===== config.mk =====
export PLATFORM = sky130hd
export DESIGN_NAME = fe_capture_ctrl_flat
export DESIGN_NICKNAME = d
export VERILOG_FILES = /design/src/rtl/fe_capture_ctrl_pkg.sv /design/src/rtl/fe_capture_ctrl_if.sv /design/src/rtl/fe_capture_ctrl_cnt.sv /design/src/rtl/fe_capture_ctrl.sv /design/src/flat_wrapper.sv
export SDC_FILE = /design/constraint.sdc
export NUM_CORES = 1
export LEC_CHECK = 0
export ABC_AREA = 0
export CAP_MARGIN = 25
export CORE_MARGIN = 4
export CORE_UTILIZATION = 49
export CTS_BUF_LIST = sky130_fd_sc_hd__clkbuf_4
export CTS_CLUSTER_DIAMETER = 200
export DETAILED_ROUTE_END_ITERATION = 7
export PLACE_DENSITY_LB_ADDON = 0.2
export SLEW_MARGIN = 20
export SYNTH_ARGS = -nofsm -noshare
export SYNTH_HDL_FRONTEND = slang
export SYNTH_SLANG_ARGS = --single-unit

===== constraint.sdc =====
create_clock -name fe_clk -period 3.06 [get_ports fe_clk]
set_input_delay 0.612 -clock fe_clk [delete_from_list [all_inputs] [get_ports fe_clk]]
set_output_delay 0.612 -clock fe_clk [all_outputs]
set_load 0.02 [all_outputs]

===== src/rtl/fe_capture_ctrl_pkg.sv =====
// Shared definitions for the front-end capture run controller: state
// encodings, readback width and the default pipeline flush length.
package fe_capture_ctrl_pkg;

  localparam int FE_CTRL_STATE_WIDTH   = 3;
  localparam int FE_CTRL_FLUSH_DEFAULT = 4;

  typedef enum logic [FE_CTRL_STATE_WIDTH-1:0] {
    FE_CTRL_S_IDLE    = 3'd0,
    FE_CTRL_S_ARMED   = 3'd1,
    FE_CTRL_S_DELAY   = 3'd2,
    FE_CTRL_S_CAPTURE = 3'd3,
    FE_CTRL_S_DRAIN   = 3'd4,
    FE_CTRL_S_DONE    = 3'd5
  } fe_ctrl_state_e;

  // Waiting for the trigger or counting out the post-trigger delay.
  function automatic logic fe_ctrl_is_armed(input fe_ctrl_state_e s);
    return (s == FE_CTRL_S_ARMED) || (s == FE_CTRL_S_DELAY);
  endfunction

endpackage


===== src/rtl/fe_capture_ctrl_if.sv =====
// Command/status bundle between the capture run controller and its
// register file / capture engine side.
interface fe_capture_ctrl_if
  import fe_capture_ctrl_pkg::*;
#(
  parameter int pCAP_LEN_WIDTH = 20,
  parameter int pDELAY_WIDTH   = 16
);

  logic                           arm;
  logic                           abort;
  logic                           trigger;
  logic                           trigger_bypass;
  logic [pDELAY_WIDTH-1:0]        trigger_delay;
  logic [pCAP_LEN_WIDTH-1:0]      capture_len;
  logic                           fifo_full;
  logic                           fifo_wr;

  logic                           capture_enable;
  logic                           armed;
  logic                           capturing;
  logic                           done;
  logic                           overflow;
  logic [pCAP_LEN_WIDTH-1:0]      entry_count;
  logic [FE_CTRL_STATE_WIDTH-1:0] state;

  modport master (
    output arm, abort, trigger, trigger_bypass, trigger_delay, capture_len,
           fifo_full, fifo_wr,
    input  capture_enable, armed, capturing, done, overflow, entry_count, state
  );

  modport slave (
    input  arm, abort, trigger, trigger_bypass, trigger_delay, capture_len,
           fifo_full, fifo_wr,
    output capture_enable, armed, capturing, done, overflow, entry_count, state
  );

endinterface


===== src/rtl/fe_capture_ctrl_cnt.sv =====
// Loadable down-counter with zero / one detect. Holds at zero.
module fe_capture_ctrl_cnt #(
  parameter int pWIDTH = 16
) (
  input  logic              clk,
  input  logic              rst_n,
  input  logic              load,
  input  logic [pWIDTH-1:0] load_val,
  input  logic              dec,
  output logic              is_zero,
  output logic              is_one
);

  logic [pWIDTH-1:0] count;

  // Load has priority over decrement; never wraps below zero.
  always_ff @(posedge clk or negedge rst_n) begin
    if (!rst_n) begin
      count <= '0;
    end else if (load) begin
      count <= load_val;
    end else if (dec && !is_zero) begin
      count <= count - 1'b1;
    end
  end

  assign is_zero = (count == '0);
  assign is_one  = (count == pWIDTH'(1));

endmodule


===== src/rtl/fe_capture_ctrl.sv =====
// Run-control sequencer for the front-end capture datapath.
//
//   state   | meaning
//   --------+-----------------------------------------------------------
//   IDLE    | no run; waits for arm
//   ARMED   | run armed, waiting for trigger
//   DELAY   | trigger seen, counting post-trigger delay
//   CAPTURE | capture engine enabled, counting FIFO writes
//   DRAIN   | enable dropped, flushing late pipeline writes
//   DONE    | run finished (length reached or FIFO full); re-armable
module fe_capture_ctrl
  import fe_capture_ctrl_pkg::*;
#(
  parameter int pCAP_LEN_WIDTH = 20,
  parameter int pDELAY_WIDTH   = 16,
  parameter int pFLUSH_CYCLES  = FE_CTRL_FLUSH_DEFAULT
) (
  input logic              fe_clk,
  input logic              reset_n,
  fe_capture_ctrl_if.slave bus
);

  localparam int FLUSH_W = $clog2(pFLUSH_CYCLES + 1);
  localparam logic [FLUSH_W-1:0] FLUSH_LOAD = FLUSH_W'(pFLUSH_CYCLES);

  fe_ctrl_state_e state, state_nxt;

  logic [pCAP_LEN_WIDTH-1:0] entry_count;
  logic [pCAP_LEN_WIDTH:0]   count_with_wr;
  logic                      done_q, overflow_q, aborted_q;
  logic                      cap_en_q, armed_q, capturing_q;
  logic                      run_start, drain_start, drain_end;
  logic                      dly_load, dly_zero, dly_one;
  logic                      flush_zero, flush_one;
  logic                      len_reached, wr_counted;

  fe_capture_ctrl_cnt #(.pWIDTH(pDELAY_WIDTH)) u_delay_cnt (
    .clk      (fe_clk),
    .rst_n    (reset_n),
    .load     (dly_load),
    .load_val (bus.trigger_delay),
    .dec      (state == FE_CTRL_S_DELAY),
    .is_zero  (dly_zero),
    .is_one   (dly_one)
  );

  fe_capture_ctrl_cnt #(.pWIDTH(FLUSH_W)) u_flush_cnt (
    .clk      (fe_clk),
    .rst_n    (reset_n),
    .load     (drain_start),
    .load_val (FLUSH_LOAD),
    .dec      (state == FE_CTRL_S_DRAIN),
    .is_zero  (flush_zero),
    .is_one   (flush_one)
  );

  // Include the write arriving this cycle so enable drops right after the last wanted one.
  assign count_with_wr = {1'b0, entry_count} + {{pCAP_LEN_WIDTH{1'b0}}, bus.fifo_wr};
  assign len_reached   = (bus.capture_len != '0) && (count_with_wr >= {1'b0, bus.capture_len});
  assign wr_counted    = bus.fifo_wr &&
                         ((state == FE_CTRL_S_CAPTURE) || (state == FE_CTRL_S_DRAIN));

  // State register; reset forces IDLE asynchronously.
  always_ff @(posedge fe_clk or negedge reset_n) begin
    if (!reset_n) state <= FE_CTRL_S_IDLE;
    else          state <= state_nxt;
  end

  // Next-state decode; abort outranks trigger, length and FIFO-full.
  always_comb begin
    state_nxt   = state;
    run_start   = 1'b0;
    dly_load    = 1'b0;
    drain_start = 1'b0;
    drain_end   = 1'b0;
    case (state)
      FE_CTRL_S_IDLE, FE_CTRL_S_DONE: begin
        if (bus.arm) begin
          run_start = 1'b1;
          state_nxt = bus.trigger_bypass ? FE_CTRL_S_CAPTURE : FE_CTRL_S_ARMED;
        end
      end
      FE_CTRL_S_ARMED: begin
        if (bus.abort) begin
          state_nxt = FE_CTRL_S_IDLE;
        end else if (bus.trigger) begin
          if (bus.trigger_delay == '0) begin
            state_nxt = FE_CTRL_S_CAPTURE;
          end else begin
            state_nxt = FE_CTRL_S_DELAY;
            dly_load  = 1'b1;
          end
        end
      end
      FE_CTRL_S_DELAY: begin
        if (bus.abort)                state_nxt = FE_CTRL_S_IDLE;
        else if (dly_one || dly_zero) state_nxt = FE_CTRL_S_CAPTURE;
      end
      FE_CTRL_S_CAPTURE: begin
        if (bus.abort || len_reached || bus.fifo_full) begin
          state_nxt   = FE_CTRL_S_DRAIN;
          drain_start = 1'b1;
        end
      end
      FE_CTRL_S_DRAIN: begin
        if (flush_one || flush_zero) begin
          drain_end = 1'b1;
          state_nxt = aborted_q ? FE_CTRL_S_IDLE : FE_CTRL_S_DONE;
        end
      end
      default: state_nxt = FE_CTRL_S_IDLE;
    endcase
  end

  // Saturating entry counter; live only while capturing or draining.
  always_ff @(posedge fe_clk or negedge reset_n) begin
    if (!reset_n) begin
      entry_count <= '0;
    end else if (run_start) begin
      entry_count <= '0;
    end else if (wr_counted && (entry_count != '1)) begin
      entry_count <= entry_count + 1'b1;
    end
  end

  // Sticky run status flags, all cleared by an accepted arm.
  always_ff @(posedge fe_clk or negedge reset_n) begin
    if (!reset_n) begin
      done_q     <= 1'b0;
      overflow_q <= 1'b0;
      aborted_q  <= 1'b0;
    end else if (run_start) begin
      done_q     <= 1'b0;
      overflow_q <= 1'b0;
      aborted_q  <= 1'b0;
    end else begin
      if (wr_counted && bus.fifo_full)               overflow_q <= 1'b1;
      if ((state == FE_CTRL_S_CAPTURE) && bus.abort) aborted_q  <= 1'b1;
      if (drain_end && !aborted_q)                   done_q     <= 1'b1;
    end
  end

  // Decoded outputs registered from next state so they line up with the state register.
  always_ff @(posedge fe_clk or negedge reset_n) begin
    if (!reset_n) begin
      cap_en_q    <= 1'b0;
      armed_q     <= 1'b0;
      capturing_q <= 1'b0;
    end else begin
      cap_en_q    <= (state_nxt == FE_CTRL_S_CAPTURE);
      armed_q     <= fe_ctrl_is_armed(state_nxt);
      capturing_q <= (state_nxt == FE_CTRL_S_CAPTURE);
    end
  end

  assign bus.capture_enable = cap_en_q;
  assign bus.armed          = armed_q;
  assign bus.capturing      = capturing_q;
  assign bus.done           = done_q;
  assign bus.overflow       = overflow_q;
  assign bus.entry_count    = entry_count;
  assign bus.state          = state;

endmodule


===== src/flat_wrapper.sv =====
// flat-port wrapper written by rule: the top's interface ports become plain ports
module fe_capture_ctrl_flat import fe_capture_ctrl_pkg::*;
#(
  parameter int pCAP_LEN_WIDTH = 20,
  parameter int pDELAY_WIDTH   = 16,
  parameter int pFLUSH_CYCLES  = FE_CTRL_FLUSH_DEFAULT
)
  (fe_clk, reset_n, bus_arm, bus_abort, bus_trigger, bus_trigger_bypass, bus_trigger_delay, bus_capture_len, bus_fifo_full, bus_fifo_wr, bus_capture_enable, bus_armed, bus_capturing, bus_done, bus_overflow, bus_entry_count, bus_state);
  fe_capture_ctrl_if #(.pCAP_LEN_WIDTH(pCAP_LEN_WIDTH), .pDELAY_WIDTH(pDELAY_WIDTH)) bus_i ();
  input logic fe_clk;
  input logic reset_n;
  input wire logic [$bits(bus_i.arm)-1:0] bus_arm;
  input wire logic [$bits(bus_i.abort)-1:0] bus_abort;
  input wire logic [$bits(bus_i.trigger)-1:0] bus_trigger;
  input wire logic [$bits(bus_i.trigger_bypass)-1:0] bus_trigger_bypass;
  input wire logic [$bits(bus_i.trigger_delay)-1:0] bus_trigger_delay;
  input wire logic [$bits(bus_i.capture_len)-1:0] bus_capture_len;
  input wire logic [$bits(bus_i.fifo_full)-1:0] bus_fifo_full;
  input wire logic [$bits(bus_i.fifo_wr)-1:0] bus_fifo_wr;
  output wire logic [$bits(bus_i.capture_enable)-1:0] bus_capture_enable;
  output wire logic [$bits(bus_i.armed)-1:0] bus_armed;
  output wire logic [$bits(bus_i.capturing)-1:0] bus_capturing;
  output wire logic [$bits(bus_i.done)-1:0] bus_done;
  output wire logic [$bits(bus_i.overflow)-1:0] bus_overflow;
  output wire logic [$bits(bus_i.entry_count)-1:0] bus_entry_count;
  output wire logic [$bits(bus_i.state)-1:0] bus_state;
  assign bus_i.arm = bus_arm;
  assign bus_i.abort = bus_abort;
  assign bus_i.trigger = bus_trigger;
  assign bus_i.trigger_bypass = bus_trigger_bypass;
  assign bus_i.trigger_delay = bus_trigger_delay;
  assign bus_i.capture_len = bus_capture_len;
  assign bus_i.fifo_full = bus_fifo_full;
  assign bus_i.fifo_wr = bus_fifo_wr;
  assign bus_capture_enable = bus_i.capture_enable;
  assign bus_armed = bus_i.armed;
  assign bus_capturing = bus_i.capturing;
  assign bus_done = bus_i.done;
  assign bus_overflow = bus_i.overflow;
  assign bus_entry_count = bus_i.entry_count;
  assign bus_state = bus_i.state;
  fe_capture_ctrl #(.pCAP_LEN_WIDTH(pCAP_LEN_WIDTH), .pDELAY_WIDTH(pDELAY_WIDTH), .pFLUSH_CYCLES(pFLUSH_CYCLES)) u_core (.fe_clk(fe_clk), .reset_n(reset_n), .bus(bus_i));
endmodule

=== After elaboration in Yosys (flattened, before gate mapping) ===
Cells that the tools add are included.

* $add $sub $neg: 4
* $mul: 0
* Divide/modulo/power cells: 0
* Magnitude comparators: 1
* Eq/ne operators: 11
* Shifts and indexed selects: 0
* Multiplexer cells: 33
* Bitwise operators: 0
* Reductions and logical operators: 29

{| class="wikitable"
|+ Operators with widths
! operator !! count
|-
| 2-to-1 mux 20 bit || 2
|-
| zero test 16 bit || 2
|-
| 2-to-1 mux 16 bit || 2
|-
| 2-to-1 mux 3 bit || 10
|-
| adder 20 x 1 -> 21 bit || 1
|-
| >= comparator 21 x 20 -> 1 bit || 1
|-
| adder 20 x 1 -> 20 bit (second input constant) || 1
|-
| != test 20 bit (second input constant) || 1
|-
| nonzero test 20 bit || 1
|-
| 2-to-1 mux 1 bit || 17
|-
| equality test 16 x 1 -> 1 bit (second input constant) || 1
|-
| subtractor 16 x 1 -> 16 bit (second input constant) || 1
|-
| one-hot mux 3 bit (5 select lines) || 1
|-
| equality test 3 x 2 -> 1 bit (second input constant) || 4
|-
| nonzero test 2 bit || 6
|-
| equality test 3 x 1 -> 1 bit (second input constant) || 3
|-
| logical AND 1 bit || 8
|-
| equality test 3 bit (second input constant) || 2
|-
| zero test 3 bit || 2
|-
| logical OR 1 bit || 6
|-
| zero test 1 bit || 3
|-
| subtractor 3 x 1 -> 3 bit (second input constant) || 1
|-
| 2-to-1 mux 2 bit || 1
|-
| OR reduction 2 bit || 1
|}

* Register bits after elaboration: 47
* Latch bits: 0
* Bits in writable memories: 0
* ROM bits: 0
* Input port bits: 44
* Memories kept: 0

=== Depth between registers and ports, before layout ===
Gate-level depths: netlist of run 1.

* Word-level depth: 9
* Mapped depth: 14
* Gate-level depth less buffers: 14

=== By module ===
A second synthesis of run 1 with hierarchy kept.

* Cells, all modules: 434
* Area total of the unflattened synthesis: 3729.8 um^2

{| class="wikitable"
|+ By module, submodules not included
! module !! times used !! cells each !! area an instance (um^2) !! seq. area each (um^2)
|-
| fe_capture_ctrl || 1 || 289 || 2476.1 || 700.7
|-
| fe_capture_ctrl_cnt at u_core.u_delay_cnt || 1 || 120 || 1028.5 || 400.4
|-
| fe_capture_ctrl_cnt at u_core.u_flush_cnt || 1 || 25 || 225.2 || 75.1
|}

=== Worst setup path after synthesis of run 1 ===
No wires, ideal clock.

* Path kind: register to register
* Start: register u_core.entry_count[2] (netlist: u_core.bus.entry_count[2])
* End: register u_core.state[1] (netlist: u_core.bus.state[1])
* Setup time: 0.127 ns
* Arrival time: 3.092 ns
* Data required time: 2.933 ns
* Slack: -0.159 ns
* Cell stages (with the launch flop): 15
* Clock period less this slack: 3.219 ns
* Cells stage by stage: dfrtp_1 buf_2 nand4_1 or2_2 nor2_1 nand3_1 nor2_1 xor2_1 ha_1 nand3_1 nor4_1 nand2_1 o211ai_1 o21ai_0 or2_2

* Longest elaborated chain between the ends: 7

{| class="wikitable"
|+ Ends and longest elaborated chain
! item !! RTL line !! source
|-
| start, declared || fe_capture_ctrl.sv:28 || <nowiki>logic [pCAP_LEN_WIDTH-1:0] entry_count;</nowiki>
|-
| start signal, assigned || fe_capture_ctrl.sv:122 || <nowiki>entry_count <= entry_count + 1'b1;</nowiki>
|-
| adder 20 x 1 -> 21 bit || fe_capture_ctrl.sv:58 || <nowiki>assign count_with_wr = {1'b0, entry_count} + {{pCAP_LEN_WIDTH{1'b0}}, bus.fifo_wr};</nowiki>
|-
| >= comparator 21 x 20 -> 1 bit || fe_capture_ctrl.sv:59 || <nowiki>assign len_reached = (bus.capture_len != '0) && (count_with_wr >= {1'b0, bus.capture_len});</nowiki>
|-
| logical AND 1 bit || fe_capture_ctrl.sv:59 ||
|-
| logical OR 1 bit (2 in a row) || fe_capture_ctrl.sv:100 || <nowiki>if (bus.abort || len_reached || bus.fifo_full) begin</nowiki>
|-
| 2-to-1 mux 3 bit || fe_capture_ctrl.sv:100 ||
|-
| one-hot mux 3 bit (5 select lines) || fe_capture_ctrl.sv:76 || <nowiki>case (state)</nowiki>
|-
| named net u_core.state_nxt[1] || fe_capture_ctrl.sv:26 || <nowiki>fe_ctrl_state_e state, state_nxt;</nowiki>
|-
| end signal, assigned || fe_capture_ctrl.sv:66 || <nowiki>else state <= state_nxt;</nowiki>
|-
| end, declared || fe_capture_ctrl.sv:26 ||
|}

The timed path passes the listed nets, and every way through them passes these cells.
A chain may end at the register's enable or synchronous reset.

=== Worst setup path after layout of run 1 ===
* Start: register u_core.entry_count[4] (netlist: u_core.bus.entry_count[4])
* End: register u_core.u_flush_cnt.count[1]

* Longest elaborated chain between the ends: 8
* Elaborated cells on any way between the ends: 9
* Those cells by class: add/sub: 1; order compare: 1; mux: 3; reduce/logical: 4

{| class="wikitable"
|+ Ends and longest elaborated chain
! item !! RTL line !! source
|-
| adder 20 x 1 -> 21 bit (*) || fe_capture_ctrl.sv:58 ||
|-
| >= comparator 21 x 20 -> 1 bit (*) || fe_capture_ctrl.sv:59 ||
|-
| logical AND 1 bit (*) || fe_capture_ctrl.sv:59 ||
|-
| logical OR 1 bit (*) (2 in a row) || fe_capture_ctrl.sv:100 ||
|-
| 2-to-1 mux 1 bit (*) || fe_capture_ctrl.sv:100 ||
|-
| 2-to-1 mux 1 bit (*) || fe_capture_ctrl.sv:76 ||
|-
| 2-to-1 mux 3 bit / nonzero test 2 bit (equally long branches) || - ||
|-
| end signal, assigned || fe_capture_ctrl_cnt.sv:21 || <nowiki>count <= load_val;</nowiki>
|-
| end signal, assigned || fe_capture_ctrl_cnt.sv:23 || <nowiki>count <= count - 1'b1;</nowiki>
|-
| end, declared || fe_capture_ctrl_cnt.sv:14 || <nowiki>logic [pWIDTH-1:0] count;</nowiki>
|}

Every way passes the cells marked *; elsewhere a longest branch is shown, timed or not.

==> summary.md, run 1 <==
| Metric | Value |
|---|---|
| 1st-pass router iterations | 4 |
| Pin count of the biggest net entering global routing | 26 |
| Antenna Violating Nets Remaining | 0 |
| H-tree Lvls | 2 |
| Root Buffer | clkbuf_4 |
| CTS Buffer Depth | 2 |
| Global-route usage over all layers | 22.25% |
| Clock slew at reported path FFs | 0.15 ns |
| Reg2reg setup slack | 0.08 ns |
| Max incr delay on CP | 0.42 ns |
| Crit path launch type | register |
| Final Util | 70.27% |
| Least-Margin Pin Slew | 0.9262 ns |
| Met2 usage | 39.59% |
| Worst path arrival time | 3.29 ns |
| Outcome | completed |
| IO Count | 72 |
| Worst path slowest cell | dfrtp_2 |
| Clock skew | 0.01473 ns |
| CTS tree | built |
| Max-slew violation count | 0 |
| Seq/Total Area, Yosys | 33.17% |
| Met3 Track Usage GR | 3.701% |
| Initial antenna violation count | 0 |
| Number of synthesized flops with an enable pin | 0 |
| Die H | 93.07 um |
| Syn-to-layout area delta | 36.87% |
| Cell Count, Final, Fillers Out | 619 |
| Crit-path cells | nand3_1, or3_4, nor3_2, nand2_1, xnor2_1, ha_1, a21o_1, a2111oi_4, o2111ai_2, o21ai_1, buf_4, o211a_1 |
| Layout cells sized above 1 | 17.59% |
| Detailed-route DRC error count | 0 |
| Fmax | 335.8 MHz |
| Syn Area/Cell | 8.524 um^2 |
| Distinct cell type count after synthesis | 53 |
| Finished Cell Area | 0.004853 mm^2 |
| Synthesized cell area | 0.003546 mm^2 |
| Fin crit share | 97.33% |
| Worst-case headroom to the max-slew limit | 37.98% |
| Vias in the first global route | 3401 |
| Nets | 595 |
| Final Critical Period | 2.978 ns |
| Mapped Cells | 416 |
| Worst setup path category | register to register |
| Worst-Skew Late Latency | 0.35 ns |
| Worst-path fanout max | 5 |
| Final setup viols | 0 |
| Maximum vdd drop | 0.2153 mV |
| DR vias | 3512 |
| Most common cell after layout, fill and taps aside | clkdlybuf4s50_1 |
| GPL Wtd Cong | 0.8718 |
| Initial DRC count | 158 |
| Setup TNS | 0 ns |
| Max Cap Viol | 0 |
| Grt met1 use | 28.30% |
| Crit. End Element | register |
| Vias per cell | 5.674 |
| Core area | 0.006907 mm^2 |
| Hold Crit Class | input pin to async pin |
| Commonest cells after routing, fill and taps aside | 69 x clkdlybuf4s50_1, 46 x buf_4, 40 x dfrtp_1, 38 x nand2_1, 34 x nor2_1 |
| Antenna diode count | 0 |
| CTS Buf Count | 5 |
| Post-synth top flop | dfrtp_1 |
| # clock sinks | 47 |
| Post-DP Area | 0.004516 mm^2 |
| Ys async rst share | 100.0% |
| Routed WL | 10000 um |
| Worst Path Required | 3.37 ns |
| Grt total ovfl | 0 |
| Placed Cells | 594 |
| Cell Rows | 30 |
| Leak pwr | 2.125 nW |
| Syn_nets | 489 |
| First-pass GRT wire length | 15660 um |
| DIE AREA | 0.008661 mm^2 |
| Wire per inst | 16.16 um |
| Die width | 93.07 um |
| Synth Register Bits | 47 |
| Yosys warnings | 0 |
| Final hold viol count | 0 |
| PD cells | 501.1 mW/mm^2 |
| Initial Util | 51.34% |
| GRT Max-Usage Layer | met2 |
| PortBufs | 71 |
| Post-DP HPWL | 7494 um |
-- cells by family after synthesis --
kind of cell | after synthesis | share of synthesized area, %
AO/OA/AOI/OAI | 73 | 14.33
XOR/XNOR | 41 | 10.13
adder cells (fa/ha/maj) | 29 | 10.23
buffers and inverters | 49 | 5.928
flip-flops | 47 | 33.17
multiplexers | 1 | 0.2823
AND/OR/NAND/NOR | 176 | 25.94
-- routing by layer --
layer / part of all wire (%) / vias up
li1: - / 1701
met1: 43 / 1661
met2: 51 / 133
met3: 4.9 / 17
met4: 1.4 / 0
met5: 0 / -
-- power by group --
part | leakage, nW | internal (W) | switching, W
Clock | 0.0559 | 0.000264 | 0.000201
Sequential | 0.604 | 0.000789 | 0.000185
Combinational | 1.46 | 0.000475 | 0.000517
Total | 2.12 | 0.00153 | 0.000903
-- stage by stage --
step / setup WS (ns) / power [W] / hold slack [ns]
after floorplan: 0.009113 / 0.001620 / 0.3164
after global placement: -0.6342 / 0.001933 / 0.4874
after detailed placement: -0.6532 / 0.001959 / 0.4870
after CTS: 0.1049 / 0.002430 / 0.2200
after global routing: -0.08467 / 0.002590 / 0.2334
final: 0.08176 / 0.002432 / 0.2163
-- state kept, by name (all words and copies together), names as in the netlist --
name / count
u_core.aborted_q: 1
u_core.bus.armed: 1
u_core.bus.capture_enable: 1
u_core.bus.done: 1
u_core.bus.entry_count: 20
u_core.bus.overflow: 1
u_core.bus.state: 3
u_core.u_delay_cnt.count: 16
u_core.u_flush_cnt.count: 3
-- critical path: cells and delay by family, from the launching register on --
family	cells	cell delay (ns)
flops	1	0.42
buf+inv	1	0.15
simple gates	4	0.85
xor+xnor	1	0.21
fa+ha+maj	1	0.29
compound gates	5	1.02
-- timing repair --
item	in CTS	in global routing
setup endpoints to repair	7	7
buffers inserted	2	15
hold buffers	0	0
pin swaps	8	13
gates resized for setup	14	19
-- path summary, 6_finish.rpt --
check | startpoint | end | cells past startpoint
worst max-delay path | u_core.bus.entry_count[4] | u_core.u_flush_cnt.count[1] | 12
worst min-delay path | reset_n | u_core.u_delay_cnt.count[6] | 1
worst max register to register | u_core.bus.entry_count[4] | u_core.u_flush_cnt.count[1] | 12
worst min register to register | u_core.bus.done | u_core.bus.done | 2
max in group asynchronous | reset_n | u_core.bus.entry_count[11] | 2
min in group fe_clk | u_core.bus.done | u_core.bus.done | 2
-- Yosys cell counts (all sizes together), types with 3 or more instances --
cell type	n	area, um^2
ha	29	362.9
or2	5	31.28
or3	7	43.79
nand2b	3	18.77
xnor2	22	192.7
nand4	11	68.82
a21oi	16	80.08
or4	8	67.56
buf	13	73.82
inv	30	112.6
o21ai	18	90.08
o311ai	4	42.55
and3	3	18.77
xor2	19	166.4
nand3	17	90.09
o211ai	10	75.07
a31oi	3	18.77
nor3b	4	30.03
nor4	15	93.84
nand3b	3	22.52
a211o	3	26.28
nor2	40	157.6
a21o	3	22.52
nand2	39	146.4
dfrtp	47	1176
clkbuf	6	23.77
nor3	13	65.06
-- layout make-up --
cell class              count  area (um^2)
clock inverters             2        60.06
clock buffers               6        45.04
repair buffers            118         1057
inverters                  30        112.6
multi-input cells         320         2273
flip-flops and latches     47         1185
fillers                   574         2053
well taps                  96        120.1
Note: power is estimated with default switching activity, not from simulation.
==> inputs of run 2 (changes only) <==
--- a/config.mk
+++ b/config.mk
@@ -7,6 +7,7 @@
 export LEC_CHECK = 0
 export ABC_AREA = 0
 export CAP_MARGIN = 25
+export CORE_ASPECT_RATIO = 1.25
 export CORE_MARGIN = 4
 export CORE_UTILIZATION = 49
 export CTS_BUF_LIST = sky130_fd_sc_hd__clkbuf_4
==> summary.md, run 2 (synthesized netlist as in run 1, its figures left out) <==
| Metric | Value |
|---|---|
| Largest registers | u_core.bus.entry_count: 20 flops, u_core.u_delay_cnt.count: 16 flops |
| Antenna diode count | 0 |
| Power Internal | 0.001370 W |
| Multi-input logic area | 0.002303 mm^2 |
| Final Critical Period | 3.028 ns |
| Launching point of the worst reg2reg path | u_core.bus.entry_count[15] |
| DIE AREA | 0.008670 mm^2 |
| Layout fillers | 575 |
| Clock slew at reported path FFs | 0.15 ns |
| Buffers & Inverters on Critical Path | 1 |
| Worst path slowest cell | or3_4 |
| DP Worst Slack | -0.7570 ns |
| Worst-case headroom to the max-slew limit | 37.78% |
| Final hold viol count | 0 |
| Initial Util | 50.52% |
| Die H | 103.1 um |
| Largest register FFs | 20 |
| Fmax | 330.3 MHz |
| Max Cap Viol | 0 |
| DR vias | 3544 |
| GPL Wtd Cong | 0.9034 |
| PD cells | 482.1 mW/mm^2 |
| Die width | 84.09 um |
| Clock skew | 0.01692 ns |
| Top delay family on crit path | compound AO/OA/AOI/OAI gates |
| Comb power frac | 44.2% |
| Commonest cells after routing, fill and taps aside | 69 x clkdlybuf4s50_1, 42 x buf_4, 41 x dfrtp_1, 38 x nand2_1, 35 x nor2_1 |
| Layout cells sized above 1 | 16.76% |
| Syn-to-layout area delta | 35.29% |
| Global-route usage over all layers | 23.33% |
| Worst-path fanout max | 4 |
| Pin count of the biggest net entering global routing | 35 |
| CTS tree | built |
| RSZ-0062 raised after global routing | yes |
| Setup TNS | 0 ns |
| Worst reg2reg path depth | 12 |
| Outcome | completed |
| Final setup viols | 0 |
| Reg power frac | 42.4% |
| Max incr delay on CP | 0.40 ns |
| Cts hold-fix bufs | 0 |
| Core area | 0.007019 mm^2 |
| Max-slew violation count | 0 |
| Least-Margin Pin Slew | 0.9292 ns |
| # clock sinks | 47 |
| CTS Buf Count | 5 |
| Cell Rows | 34 |
| Hold Crit Class | input pin to async pin |
| Initial DRC count | 148 |
| Register area | 0.001184 mm^2 |
| Leak pwr | 2.100 nW |
| Reg with most FFs | u_core.bus.entry_count |
| Nets | 591 |
| Psw | 0.0009428 W |
| Most common cell after layout, fill and taps aside | clkdlybuf4s50_1 |
| Clock share of power | 13.4% |
| Setup slack after layout | 0.03237 ns |
| Fin crit share | 98.94% |
| Vias in the first global route | 3559 |
| 1st-pass router iterations | 5 |
| Grt total ovfl | 0 |
| Crit-path cells | nand4_1, or3_4, nor3_2, nand2_1, xnor2_2, ha_1, a21o_1, a2111oi_4, o2111ai_2, o21ai_1, buf_4, o211a_1 |
| Switching share of power | 40.76% |
| H-tree Lvls | 2 |
| Initial antenna violation count | 0 |
| Cell Count, Final, Fillers Out | 609 |
| Post-DP HPWL | 7857 um |
| Antenna Violating Nets Remaining | 0 |
| Placed Cells | 590 |
| IO Count | 72 |
| PortBufs | 71 |
| FF-to-FF End | u_core.u_flush_cnt.count[1] |
| Root Buffer | clkbuf_4 |
| Vias per cell | 5.819 |
| Worst Path Required | 3.37 ns |
| Worst-Skew Late Latency | 0.38 ns |
| Detailed-route DRC error count | 0 |
| Routed WL | 10400 um |
| Reg2reg setup slack | 0.03 ns |
| Worst path arrival time | 3.34 ns |
| Maximum vdd drop | 0.2880 mV |
| First-pass GRT wire length | 16400 um |
| Wire per inst | 17.08 um |
| Crit. End Element | register |
| Worst setup path category | register to register |
| CTS Buffer Depth | 2 |
| Crit path launch type | register |
-- run 2: timing repair --
| item | 4_1_cts | 5_1_grt |
|---|---|---|
| setup endpoints to repair | 7 | 7 |
| setup buffers | 0 | 11 |
| pin swaps | 1 | 18 |
| resized for setup | 7 | 30 |
-- run 2: metal layers --
metal / share of wire [%] / wire length (um) / vias to the layer above / track usage [%]
li1: - / - / 1694 / -
met1: 40 / 4123 / 1716 / 26.07
met2: 53 / 5545 / 111 / 45.26
met3: 4.4 / 457 / 23 / 2.718
met4: 2.7 / 279 / 0 / 8.787
met5: 0 / 0 / - / 0
-- run 2: power by group through the flow --
stage               combinational (W)  sequential, W  clock (W)
finish                        0.00102       0.000981   0.000309
global route                  0.00113        0.00100   0.000357
global placement             0.000962       0.000975          0
CTS                           0.00100       0.000973   0.000316
floorplan                    0.000635       0.000985          0
detailed placement           0.000993       0.000986          0
-- run 2: cell type report --
| type | count | area share, % |
|---|---|---|
| timing repair buffer | 114 | 21.41 |
| sequential | 47 | 24.67 |
| clock buffer | 6 | 0.9390 |
| tap | 90 | 2.347 |
| inverter | 30 | 2.347 |
| clock inverter | 2 | 0.2608 |
| multi-input combinational | 320 | 48.02 |
-- run 2: through the flow --
stage | power (W) | instance area, um^2 | hold WS, ns | utilization, %
6_report | 0.002313 | 4797 | 0.3052 | 68.34
5_1_grt | 0.002488 | 4797 | 0.3525 | 68.34
4_1_cts | 0.002290 | 4591 | 0.3343 | 65.40
3_5_place_dp | 0.001979 | 4523 | 0.4903 | 64.44
3_3_place_gp | 0.001938 | 4523 | 0.4846 | 64.44
2_1_floorplan | 0.001620 | 3567 | 0.3164 | -
-- run 2: worst max-delay path by stage --
stage	from	endpoint	slack, ns	depth (start not counted)
global route	u_core.bus.entry_count[4]	u_core.u_flush_cnt.count[1]	-0.11	12
floorplan	bus_fifo_wr	u_core.bus.state[1]	0.009	14
finish	u_core.bus.entry_count[15]	u_core.u_flush_cnt.count[1]	0.03	12
detailed placement	bus_fifo_wr	u_core.bus.state[1]	-0.76	15
global placement	bus_fifo_wr	u_core.bus.state[1]	-0.65	15
CTS	u_core.bus.entry_count[4]	u_core.u_flush_cnt.count[1]	0.02	12
==> inputs of run 3 (changes only) <==
--- a/config.mk
+++ b/config.mk
@@ -9,7 +9,7 @@
 export CAP_MARGIN = 25
 export CORE_ASPECT_RATIO = 1.25
 export CORE_MARGIN = 4
-export CORE_UTILIZATION = 49
+export CORE_UTILIZATION = 55
 export CTS_BUF_LIST = sky130_fd_sc_hd__clkbuf_4
 export CTS_CLUSTER_DIAMETER = 200
 export DETAILED_ROUTE_END_ITERATION = 7
==> constraint.sdc (replaced) <==
create_clock -name fe_clk -period 3.7 [get_ports fe_clk]
set_input_delay 0.74 -clock fe_clk [delete_from_list [all_inputs] [get_ports fe_clk]]
set_output_delay 0.74 -clock fe_clk [all_outputs]
set_load 0.02 [all_outputs]
==> summary.md, run 3 (synthesized netlist as in run 1, its figures left out) <==
| Metric | Value |
|---|---|
| DIE AREA | 0.007804 mm^2 |
| Detailed-route DRC error count | 0 |
| Worst-Skew Late Latency | 0.38 ns |
| Grt total ovfl | 0 |
| GPL Wtd Cong | 0.8915 |
| Routed WL | 9591 um |
| Final setup viols | 0 |
| Nets | 563 |
| Global-route usage over all layers | 25.17% |
| Setup TNS | 0 ns |
| Antenna diode count | 0 |
| Fmax | 287.3 MHz |
| Leak pwr | 1.928 nW |
| Worst reg2reg path depth | 12 |
| Top delay family on crit path | simple AND/OR/NAND/NOR gates |
| Crit path launch type | input pin |
| CTS tree | built |
| Clock skew | 0.01675 ns |
| Antenna Violating Nets Remaining | 0 |
| Initial Util | 57.14% |
| Worst path slowest cell | clkdlybuf4s50_1 |
| FF-to-FF End | u_core.u_flush_cnt.count[1] |
| Final hold viol count | 0 |
| Vias in the first global route | 3422 |
| H-tree Lvls | 2 |
| Clock slew at reported path FFs | 0.15 ns |
| Root Buffer | clkbuf_4 |
| Reg2reg setup slack | 0.53 ns |
| Initial DRC count | 149 |
| Post-DP HPWL | 7543 um |
| Commonest cells after routing, fill and taps aside | 70 x clkdlybuf4s50_1, 47 x dfrtp_1, 39 x nand2_1, 38 x nor2_1, 30 x inv_1 |
| Largest register FFs | 20 |
| Final Critical Period | 3.480 ns |
| Setup bufs post-CTS | 0 |
| Layout cells sized above 1 | 7.739% |
| Setup slack after layout | 0.2196 ns |
| Initial antenna violation count | 0 |
| DR vias | 3447 |
| PD cells | 419.4 mW/mm^2 |
| RSZ-0062 raised after global routing | no |
| Maximum vdd drop | 0.2071 mV |
| Most common cell after layout, fill and taps aside | clkdlybuf4s50_1 |
| Max-slew violation count | 0 |
| Die H | 97.77 um |
| Worst path arrival time | 3.77 ns |
| Core area | 0.006206 mm^2 |
| Vias per cell | 5.984 |
| Crit-path cells | clkdlybuf4s50_1, ha_1, inv_1, or2_2, nor2_2, nand3_2, nor2_1, xor2_1, ha_1, nand3_1, nor4_2, nand2_1, o211ai_1, o21ai_0, or2_2 |
| Cell Rows | 32 |
| Max incr delay on CP | 0.50 ns |
| Layout fillers | 507 |
| CTS Buffer Depth | 2 |
| CTS Buf Count | 5 |
| Wire per inst | 16.65 um |
| IO Count | 72 |
| Outcome | completed |
| Buffers & Inverters on Critical Path | 2 |
| Syn-to-layout area delta | 25.69% |
| Crit. End Element | register |
| Fin crit share | 94.06% |
| Hold Crit Class | input pin to async pin |
| CP startpoint | bus_fifo_wr |
| Largest registers | u_core.bus.entry_count: 20 flops, u_core.u_delay_cnt.count: 16 flops |
| Max Cap Viol | 0 |
| # clock sinks | 47 |
| Worst Path Required | 3.99 ns |
| Worst-case headroom to the max-slew limit | 39.14% |
| PortBufs | 71 |
| Pin count of the biggest net entering global routing | 33 |
| Least-Margin Pin Slew | 0.9089 ns |
| Worst-path fanout max | 4 |
| DP Worst Slack | -0.2797 ns |
| Reg with most FFs | u_core.bus.entry_count |
| Die width | 79.82 um |
| First-pass GRT wire length | 15690 um |
| 1st-pass router iterations | 6 |
| Worst setup path category | input pin to register |
| Launching point of the worst reg2reg path | u_core.bus.entry_count[2] |
[run 3: metal layers]
layer	part of all wire [%]	wire [um]	GRT usage, %	vias to the layer above
met5	0	0	0	-
met1	38	3652	28.19	1619
met4	3.7	358	11.31	0
li1	-	-	-	1636
met2	53	5042	46.30	157
met3	5.6	537	3.413	35
[run 3: cell type report]
class | count | area, um^2 | share of cell area, %
sequential | 47 | 1176 | 26.39
clock buffer | 5 | 37.54 | 0.8422
tap | 85 | 106.4 | 2.386
inverter | 30 | 112.6 | 2.527
clock inverter | 3 | 20.02 | 0.4492
timing repair buffer | 86 | 830.8 | 18.64
multi-input combinational | 320 | 2173 | 48.76
[run 3: how the worst max path moves through the flow]
stage                                to  slack [ns]  cells after the start
global placement    u_core.bus.state[1]       -0.16                     15
global route        u_core.bus.state[1]        0.02                     15
CTS                 u_core.bus.state[1]        0.11                     15
finish              u_core.bus.state[1]        0.22                     15
detailed placement  u_core.bus.state[1]       -0.28                     15
floorplan           u_core.bus.state[1]        0.43                     14
[run 3: worst register-to-register path: cells and delay by family (launching register included)]
kind	cells	cell delay, ns
xor+xnor	1	0.13
flops	1	0.56
buf+inv	1	0.16
compound gates	5	1.09
simple gates	4	0.91
fa+ha+maj	1	0.31
[run 3: what timing repair did]
| action | 4_1_cts | 5_1_grt |
|---|---|---|
| endpoints found under the setup margin | 0 | 6 |
| hold buffers | 0 | 0 |
| resized for setup | 0 | 3 |
[run 3: stage by stage]
| stage | instances | utilization, % | instance area (um^2) | power (W) | hold WS (ns) |
|---|---|---|---|---|---|
| floorplan | 416 | - | 3546 | 0.001339 | 0.4444 |
| global placement | 567 | 70.34 | 4365 | 0.001596 | 0.4848 |
| detailed placement | 568 | 70.67 | 4385 | 0.001627 | 0.4949 |
| CTS | 576 | 71.59 | 4443 | 0.001882 | 0.2585 |
| global route | 576 | 71.81 | 4457 | 0.002009 | 0.2566 |
| finish | 576 | 71.81 | 4457 | 0.001869 | 0.2555 |
[run 3: power breakdown]
group          leakage, nW  internal [W]  total (W)  switching (W)
Sequential           0.616      0.000653   0.000814       0.000161
Clock               0.0272     0.0000728   0.000249       0.000176
Combinational         1.28      0.000379   0.000807       0.000427
Total                 1.93       0.00110    0.00187       0.000765
